[src/rtl/spike_rate_encoder.sv]
// Rate-to-spike encoder: each accepted rate word R produces one window of
// SPIKING_WINDOW cycles carrying min(R, SPIKING_WINDOW) evenly spaced
// single-cycle spikes on spike_out (pre_spike toward the synapse array).
//
//   state  | meaning
//   -------+-----------------------------------------------------------
//   IDLE   | no window in progress, ready for a rate word
//   ENCODE | window in progress; cyc_left counts down to the last cycle
module spike_rate_encoder #(
   parameter int SPIKING_WINDOW = 16,
   parameter int RATE_W         = 5
) (
   input  logic              clk,
   input  logic              rst,
   input  logic              in_valid,
   output logic              in_ready,
   input  logic [RATE_W-1:0] in_rate,
   output logic              spike_out,
   output logic              window_start,
   output logic              window_done,
   output logic              busy,
   output logic              rate_sat
);

   localparam int ACC_W = $clog2(2 * SPIKING_WINDOW);
   localparam int CNT_W = $clog2(SPIKING_WINDOW);

   localparam logic [RATE_W-1:0] W_RATE   = RATE_W'(SPIKING_WINDOW);
   localparam logic [ACC_W-1:0]  W_ACC    = ACC_W'(SPIKING_WINDOW);
   localparam logic [CNT_W-1:0]  CNT_LOAD = CNT_W'(SPIKING_WINDOW - 1);
   localparam logic [CNT_W-1:0]  CNT_ONE  = CNT_W'(1);

   typedef enum logic {
      IDLE,
      ENCODE
   } state_t;

   state_t             state, state_nxt;
   logic [CNT_W-1:0]   cyc_left, cyc_left_nxt;
   logic [ACC_W-1:0]   acc, acc_nxt;
   logic [ACC_W-1:0]   rate_r, rate_nxt;
   logic [ACC_W-1:0]   acc_sum;
   logic [RATE_W-1:0]  rate_clip;
   logic               last_cyc;
   logic               hs;
   logic               fire;
   logic               spike_nxt, start_nxt, done_nxt, busy_nxt, sat_nxt;

   // cyc_left == 0 marks window cycle k == SPIKING_WINDOW, where a new word may chain in
   assign last_cyc  = (state == ENCODE) && (cyc_left == '0);
   assign in_ready  = !rst && ((state == IDLE) || last_cyc);
   assign hs        = in_valid && in_ready;
   assign rate_clip = (in_rate > W_RATE) ? W_RATE : in_rate;

   // Next-state, accumulator and next-cycle output values
   always_comb begin
      state_nxt    = state;
      cyc_left_nxt = cyc_left;
      rate_nxt     = rate_r;
      acc_sum      = acc + rate_r;
      acc_nxt      = acc;
      fire         = 1'b0;
      spike_nxt    = 1'b0;
      start_nxt    = 1'b0;
      done_nxt     = 1'b0;
      busy_nxt     = 1'b0;
      sat_nxt      = 1'b0;

      if (hs) begin
         // Fresh window: the accumulator restarts from zero, so k=1 sees just R
         state_nxt    = ENCODE;
         cyc_left_nxt = CNT_LOAD;
         rate_nxt     = ACC_W'(rate_clip);
         acc_sum      = ACC_W'(rate_clip);
         start_nxt    = 1'b1;
         busy_nxt     = 1'b1;
         sat_nxt      = (in_rate > W_RATE);
      end else if ((state == ENCODE) && !last_cyc) begin
         cyc_left_nxt = cyc_left - CNT_ONE;
         busy_nxt     = 1'b1;
         done_nxt     = (cyc_left == CNT_ONE);
      end else if (last_cyc) begin
         state_nxt    = IDLE;
         cyc_left_nxt = '0;
      end

      // acc < W and R <= W, so acc_sum < 2W always fits in ACC_W bits
      if (busy_nxt) begin
         fire      = (acc_sum >= W_ACC);
         acc_nxt   = fire ? (acc_sum - W_ACC) : acc_sum;
         spike_nxt = fire;
      end else begin
         acc_nxt   = '0;
      end
   end

   // State, counter, accumulator and registered outputs; reset wins over everything
   always_ff @(posedge clk) begin
      if (rst) begin
         state        <= IDLE;
         cyc_left     <= '0;
         acc          <= '0;
         rate_r       <= '0;
         spike_out    <= 1'b0;
         window_start <= 1'b0;
         window_done  <= 1'b0;
         busy         <= 1'b0;
         rate_sat     <= 1'b0;
      end else begin
         state        <= state_nxt;
         cyc_left     <= cyc_left_nxt;
         acc          <= acc_nxt;
         rate_r       <= rate_nxt;
         spike_out    <= spike_nxt;
         window_start <= start_nxt;
         window_done  <= done_nxt;
         busy         <= busy_nxt;
         rate_sat     <= sat_nxt;
      end
   end

endmodule

[config.mk]
export PLATFORM = sky130hd
export DESIGN_NAME = spike_rate_encoder
export DESIGN_NICKNAME = d
export VERILOG_FILES = /design/src/rtl/spike_rate_encoder.sv
export SDC_FILE = /design/constraint.sdc
export NUM_CORES = 1
export LEC_CHECK = 0
export ABC_AREA = 1
export CAP_MARGIN = 20
export CORE_UTILIZATION = 40
export CTS_CLUSTER_DIAMETER = 60
export DETAILED_ROUTE_END_ITERATION = 12
export GPL_ROUTABILITY_DRIVEN = 0
export PLACE_DENSITY = 0.69
export SYNTH_ARGS = -nofsm -noshare
export SYNTH_HDL_FRONTEND = slang
export SYNTH_SLANG_ARGS = --single-unit
[constraint.sdc]
create_clock -name clk -period 1.6 [get_ports clk]
set_input_delay 0.32 -clock clk [delete_from_list [all_inputs] [get_ports clk]]
set_output_delay 0.32 -clock clk [all_outputs]
set_load 0.02 [all_outputs]
==> flow_summary.yaml, run 1 <==
outcome:
  outcome: "complete, no violations"
timing:
  final-hold-violation-count: 0
  fmax_achieved_ghz: 0.6493
  worst_margin_pin_slew_ns: 0.3294
  setup_viol: 0
  setup_repair_after_global_routing_missed_its_margin: "yes"
  layout_min_cycle_time_ns: 1.540
  holdWs_ns: 0.4799
  slew_headroom_pct: 78.04
  setup_slack_ns: 0.05981
  maxSlewViolCount: 0
  min_period_over_period_pct: 96.26
  finalClockSkew_ns: 0.007625
clocking:
  post-cts-setup-buffers: 0
  tritoncts: "yes"
  clk_latency_ns: 0.30
  cts_made_buffers: 3
  clockRootBuffer: "sky130_fd_sc_hd__clkbuf_4"
  ctsHoldBuffers: 0
  cts.sink_count: 19
  h-tree-depth: 1
  cts.clk_slew.worst_paths_ns: 0.11
  clk_path_buf_depth: 2
finish:
  area_delta_synth_final_pct: 27.72
  antenna-diode-count: 0
  design_area_um2: 1320
  nNetsFinal: 170
  fillCellCount: 238
  drive_gt1_share_pct: 33.99
  final_core_utilization_pct: 53.77
route:
  drt_iter0_drc: 14
  drtAntennaViolNets: 0
  drt-vias-per-instance: 4.749
  num_vias: 869
  post_drt_wl_per_cell_um: 11.13
  drt_drc_violations_left: 0
  postRouteWirelength_um: 2037
  detailedRoute.firstPassIterationCount: 4
floorplanning:
  die_w_um: 52.83
  io-pin-count: 14
  rows: 18
  initial_utilization_pct: 42.10
  core_area_um2: 2455
  die_h_um: 52.83
  fp.dieArea_um2: 2791
setup_path:
  critPathMostFrequentCell: "sky130_fd_sc_hd__inv_2"
  cpMaxStageDelayCell: "sky130_fd_sc_hd__dfxtp_2"
  critical_path_buf_inv_count: 3
  cp-startpoint: "cyc_left[1]"
  reg2reg_from: "rate_r[0]"
  timing.critical_path.fanout_max: 2
  critPathLaunchType: "register"
  cp.arrival_ns: 1.22
  endpoint_kind: "output pin"
  critical_path.top_delay_family: "flip-flops"
  max_stage_delay_ns: 0.34
  cp_cell_sequence: "inv_2 > ha_2 > nand2_2 > nand2_4 > inv_2 > nor2_4 > buf_6"
  timing.setup.critical_path_class: "reg -> out"
  crit_required_ns: 1.28
pwr:
  irDropWorstVdd_v: 0.001087
  sw_frac_of_total_pct: 32.53
  power.combinational.fraction_pct: 34.3
  cellLeakagePower_nw: 0.6081
  p_seq_share_pct: 45.5
  power.switching_mw: 0.3898
  power_density_nw_per_um2: 907.6
  intPower_mw: 0.8083
  power.clock.fraction_pct: 20.2
placement:
  place_hpwl_um: 1683
  placed_cell_area_um2: 1266
  port_buffers: 13
  post-place-ws_ns: -0.1947
logic_synthesis:
  synth_area_per_cell_um2: 8.268
  yosys.area.top_type_share_pct: 36.80
  syn-instance-count: 125
  flip_flop_and_latch_count_after_synthesis: 19
  synth_area_leader_cell: "sky130_fd_sc_hd__dfxtp_1"
  syn-cell-area_um2: 1033
  synthesis.yosys.warnings: 0
  total_nets_after_synthesis: 141
  yosys-top-cells-area: "sky130_fd_sc_hd__dfxtp_1, sky130_fd_sc_hd__ha_1, sky130_fd_sc_hd__nand2_1, sky130_fd_sc_hd__a21oi_2, sky130_fd_sc_hd__inv_1"
  netlist-cell-type-count: 25
  yosysSeqAreaShare_pct: 36.80
min_path:
  critical_hold_path_startpoint: "rate_r[3]"
  worst_hold_path_type: "reg -> reg"
grt:
  gr-usage-all-layers_pct: 17.23
  grt_first_pass_wirelength_um: 3470
  initial_antenna_violation_count: 0
  grt_pass1_vias: 830
  gr-total-overflow: 0
  largest_net_degree_at_the_start_of_global_routing: 13
job:
  maxcap_viol_count: 0
worst paths after layout:
check,to,slack (ns),depth (start not counted)
max,in_ready,0.06,7
min,rate_r[3],0.48,2
max reg2reg,spike_out,0.12,9
min reg2reg,rate_r[3],0.48,2
sequential cells by signal (all words and copies together) (netlist names):
signal / flops
rate_r: 5
acc: 4
cyc_left: 4
busy: 1
rate_sat: 1
spike_out: 1
state: 1
window_done: 1
window_start: 1
routing by layer:
metal	track usage [%]	vias to the layer above	share of wire, %	wire length (µm)
met3	5.217	0	3.4	69
met5	0	-	0	0
met1	19.79	405	42	862
met2	32.07	11	54	1104
li1	-	453	-	-
met4	1.316	0	0	0
cells in the mapped netlist:
| cell type | number |
|---|---|
| sky130_fd_sc_hd__nand4_1 | 6 |
| sky130_fd_sc_hd__buf_12 | 1 |
| sky130_fd_sc_hd__nand3b_1 | 2 |
| sky130_fd_sc_hd__a21oi_1 | 4 |
| sky130_fd_sc_hd__buf_6 | 2 |
| sky130_fd_sc_hd__fa_1 | 1 |
| sky130_fd_sc_hd__o21ai_0 | 3 |
| sky130_fd_sc_hd__a21oi_2 | 7 |
| sky130_fd_sc_hd__inv_4 | 1 |
| sky130_fd_sc_hd__ha_1 | 7 |
| sky130_fd_sc_hd__nand2_4 | 3 |
| sky130_fd_sc_hd__nand3_4 | 1 |
| sky130_fd_sc_hd__nor2_2 | 1 |
| sky130_fd_sc_hd__dfxtp_1 | 19 |
| sky130_fd_sc_hd__nor3_1 | 1 |
| sky130_fd_sc_hd__nand2_2 | 7 |
| sky130_fd_sc_hd__o211ai_1 | 1 |
| sky130_fd_sc_hd__inv_2 | 2 |
| sky130_fd_sc_hd__buf_2 | 1 |
| sky130_fd_sc_hd__nor2_1 | 12 |
| sky130_fd_sc_hd__inv_1 | 16 |
| sky130_fd_sc_hd__o21ai_1 | 1 |
| sky130_fd_sc_hd__xnor2_1 | 2 |
| sky130_fd_sc_hd__nand3_1 | 3 |
| sky130_fd_sc_hd__nand2_1 | 21 |
cell type report:
type	instances	area (µm²)	area share, %
Multi-Input combinational cell	83	550.5	41.71
Tap cell	30	37.54	2.844
Inverter	19	73.82	5.592
Clock inverter	1	5.005	0.3791
Sequential cell	19	384.1	29.10
Clock buffer	3	22.52	1.706
Timing Repair Buffer	28	246.5	18.67
cells by family after synthesis:
group | after synthesis | synth area share (%)
adder cells (fa/ha/maj) | 8 | 10.41
buffers and inverters | 23 | 11.74
flip-flops | 19 | 36.80
AO/OA/AOI/OAI | 16 | 10.53
XOR/XNOR | 2 | 1.695
AND/OR/NAND/NOR | 57 | 28.81
cells in the final DEF, fill, tap and decap left out, types with 4 or more instances in the layout:
cell type / Yosys / routed
sky130_fd_sc_hd__inv_2: 2 / 4
sky130_fd_sc_hd__a21oi_2: 7 / 7
sky130_fd_sc_hd__nand4_1: 6 / 6
sky130_fd_sc_hd__dfxtp_1: 19 / 16
sky130_fd_sc_hd__a21oi_1: 4 / 4
sky130_fd_sc_hd__inv_1: 16 / 14
sky130_fd_sc_hd__nand2_2: 7 / 7
sky130_fd_sc_hd__nand2_1: 21 / 21
sky130_fd_sc_hd__nor2_1: 12 / 11
sky130_fd_sc_hd__buf_4: 0 / 15
sky130_fd_sc_hd__clkdlybuf4s50_1: 0 / 11
sky130_fd_sc_hd__ha_1: 7 / 5
worst register-to-register path: stages (launching register included):
cell                       delay (ns)
sky130_fd_sc_hd__dfxtp_1         0.35
sky130_fd_sc_hd__ha_2            0.18
sky130_fd_sc_hd__inv_1           0.06
sky130_fd_sc_hd__fa_2            0.35
sky130_fd_sc_hd__o21ai_2         0.16
sky130_fd_sc_hd__nand2_1         0.08
sky130_fd_sc_hd__nand2_1         0.06
sky130_fd_sc_hd__nand2_1         0.04
sky130_fd_sc_hd__nand3b_1        0.07
sky130_fd_sc_hd__nand2_1         0.05
timing repair:
item	CTS	global route
resized for setup	6	13
endpoints found under the setup margin	2	3
cloned	0	0
pin swaps	0	0
power groups by stage:
stage                     sequential (mW)  combinational, mW  clock (mW)
final                               0.545              0.411       0.242
after CTS                           0.541              0.404       0.251
after floorplan                     0.566              0.226           0
after detailed placement            0.551              0.403           0
after global placement              0.550              0.387           0
after global routing                0.549              0.449       0.273
stage by stage:
stage	power (mW)	TNS, ns	instances
6_report	1.198	0	183
5_1_grt	1.271	0	183
4_1_cts	1.196	-0.01224	183
3_5_place_dp	0.9549	-0.5998	179
3_3_place_gp	0.9367	-0.5143	179
2_1_floorplan	0.7920	0	125
No activity file was read; power rests on OpenSTA's default activity.
==> run 2, diff against run 1 <==
Settings changed: CAP_MARGIN 20 to default, CTS_CLUSTER_DIAMETER 60 to 40.
==> results of run 2 <==
The final DEF is identical to that of run 1; final timing and power are the same.
==> run 3, diff against run 2 <==
Settings changed: CORE_UTILIZATION 40 to 52, PLACE_DENSITY 0.69 to 0.84, SETUP_SLACK_MARGIN from default to 0.02.
==> run 3 against run 2 <==
Net effect: clock skew is 0.0062 ns lower; clock-buffer cell count is 1 higher; combinational power is 2% lower; core utilization is 17 points higher; critical endpoint is now rate_sat; sequential share of layout area is 0.75 points higher; critical path type unchanged; first-iteration DRC count is 14% higher; routed wire length is 2.8% lower; global-route usage is 4.3 points higher; flip-flop and latch count stayed put; total power is 1.2% lower; final cell count is 4.4% lower.
==> flow_summary.yaml, run 3 (synthesis results as in run 1) <==
setup_path:
  crit_required_ns: 1.28
  cp.arrival_ns: 1.21
  critical_path_buf_inv_count: 1
  r2r-end: "spike_out"
  max_stage_delay_ns: 0.60
  endpoint_kind: "output pin"
  r2r.worst_path.cells: 9
  timing.setup.critical_path_class: "reg -> out"
  reg2reg_from: "rate_r[0]"
  cp_cell_sequence: "clkdlybuf4s50_1"
  regToRegSetupSlack_ns: 0.16
  timing.critical_path.fanout_max: 1
  critical_path.top_delay_family: "buffers and inverters"
  cpMaxStageDelayCell: "sky130_fd_sc_hd__clkdlybuf4s50_1"
  cp-startpoint: "rate_sat"
  critPathLaunchType: "register"
route:
  postRouteWirelength_um: 1980
  num_vias: 875
  detailedRoute.firstPassIterationCount: 4
  drt_drc_violations_left: 0
  drt-vias-per-instance: 5.000
  drtAntennaViolNets: 0
  drt_iter0_drc: 16
  post_drt_wl_per_cell_um: 11.31
timing:
  setup_repair_after_global_routing_missed_its_margin: "no"
  layout_min_cycle_time_ns: 1.531
  finalClockSkew_ns: 0.001397
  setup_viol: 0
  fmax_achieved_ghz: 0.6532
  holdWs_ns: 0.4704
  maxSlewViolCount: 0
  setup_slack_ns: 0.06897
  worst_margin_pin_slew_ns: 0.3584
  min_period_over_period_pct: 95.69
  final-hold-violation-count: 0
  slew_headroom_pct: 76.03
clocking:
  h-tree-depth: 1
  tritoncts: "yes"
  cts.sink_count: 19
  clk_latency_ns: 0.29
  clockRootBuffer: "sky130_fd_sc_hd__clkbuf_4"
  clk_path_buf_depth: 2
  cts.clk_slew.worst_paths_ns: 0.10
  cts_made_buffers: 3
finish:
  commonest_non_fill_non_tap_cell_in_the_layout: "sky130_fd_sc_hd__nand2_1"
  drive_gt1_share_pct: 30.00
  highest_count_cells_in_the_layout_ignoring_fill_and_taps: "sky130_fd_sc_hd__nand2_1, sky130_fd_sc_hd__dfxtp_1, sky130_fd_sc_hd__inv_1, sky130_fd_sc_hd__buf_4"
  regMostFlops: "rate_r"
  nNetsFinal: 167
  final_core_utilization_pct: 71.18
  area_delta_synth_final_pct: 24.09
  antenna-diode-count: 0
  largest_register_ffs: 5
  biggestRegsByFlops: "rate_r x5, acc x4, cyc_left x4"
placement:
  place_hpwl_um: 1599
  post-place-ws_ns: -0.1686
  port_buffers: 13
job:
  maxcap_viol_count: 0
min_path:
  min_delay_worst_endpoint: "rate_r[0]"
  min_delay_path_depth: 2
  critical_hold_path_startpoint: "rate_r[0]"
  worst_hold_path_type: "reg -> reg"
pwr:
  cellLeakagePower_nw: 0.5747
  power.clock.fraction_pct: 19.9
  finalPower_mw: 1.184
  p_seq_share_pct: 46.0
  power.switching_mw: 0.3817
  irDropWorstVdd_v: 0.0007610
  power.combinational.fraction_pct: 34.1
  power_density_nw_per_um2: 923.0
  intPower_mw: 0.8020
  sw_frac_of_total_pct: 32.25
grt:
  gr-total-overflow: 0
  use_met1_pct: 25.71
  grt_use_met3_pct: 5.882
  groute.layer.met2.usage_pct: 33.61
  grt_pass1_vias: 823
  gr-usage-all-layers_pct: 21.53
  grt_first_pass_wirelength_um: 3277
  initial_antenna_violation_count: 0
  busiest_grt_layer: "met2"
  largest_net_degree_at_the_start_of_global_routing: 15
outcome:
  outcome: "complete, no violations"
floorplanning:
  rows: 15
  die_h_um: 46.58
  fp.dieArea_um2: 2170
  die_w_um: 46.58
  io-pin-count: 14
  core_area_um2: 1802
  initial_utilization_pct: 57.36
run 3: power by group through the flow:
stage	Clock [mW]	Combinational, mW	Sequential, mW
2_1_floorplan	0	0.226	0.566
3_3_place_gp	0	0.371	0.548
3_5_place_dp	0	0.391	0.551
4_1_cts	0.237	0.389	0.540
5_1_grt	0.255	0.438	0.550
6_report	0.235	0.404	0.545
run 3: tightest hold or removal path, stage by stage, from the launching register on:
cell and delay, ns:
sky130_fd_sc_hd__dfxtp_1 0.32, sky130_fd_sc_hd__nand2_1 0.06, sky130_fd_sc_hd__a21oi_1 0.05
run 3: layer usage:
layer	up-vias	wire, µm
met1	397	874
met3	6	81
met4	0	44
met5	-	0
li1	446	-
met2	26	980
run 3: final cells by class:
cell class / instances / area (µm²)
Clock buffer: 4 / 26.28
Fill cell: 141 / 519.2
Inverter: 19 / 73.82
Multi-Input combinational cell: 83 / 550.5
Sequential cell: 19 / 382.9
Tap cell: 25 / 31.28
Timing Repair Buffer: 25 / 217.7
run 3: what timing repair did:
item,in CTS,in global routing
hold buffers,0,0
setup endpoints to repair,1,3
pin swaps,0,1
setup buffers,0,0
resized for setup,4,10
run 3: per-stage QoR:
step	TNS, ns	std cells	area (µm²)
final	0	175	1282
after global routing	0	175	1282
after floorplan	0	125	1033
after CTS	0	175	1259
after global placement	-0.3193	171	1237
after detailed placement	-0.6524	171	1237
run 3: worst max path at each step:
stage / endpoint / slack, ns / depth (start not counted)
3_5_place_dp: in_ready / -0.17 / 3
2_1_floorplan: spike_out / 0.17 / 9
6_report: rate_sat / 0.07 / 1
5_1_grt: spike_out / 0.03 / 9
4_1_cts: in_ready / 0.02 / 7
3_3_place_gp: in_ready / -0.17 / 3
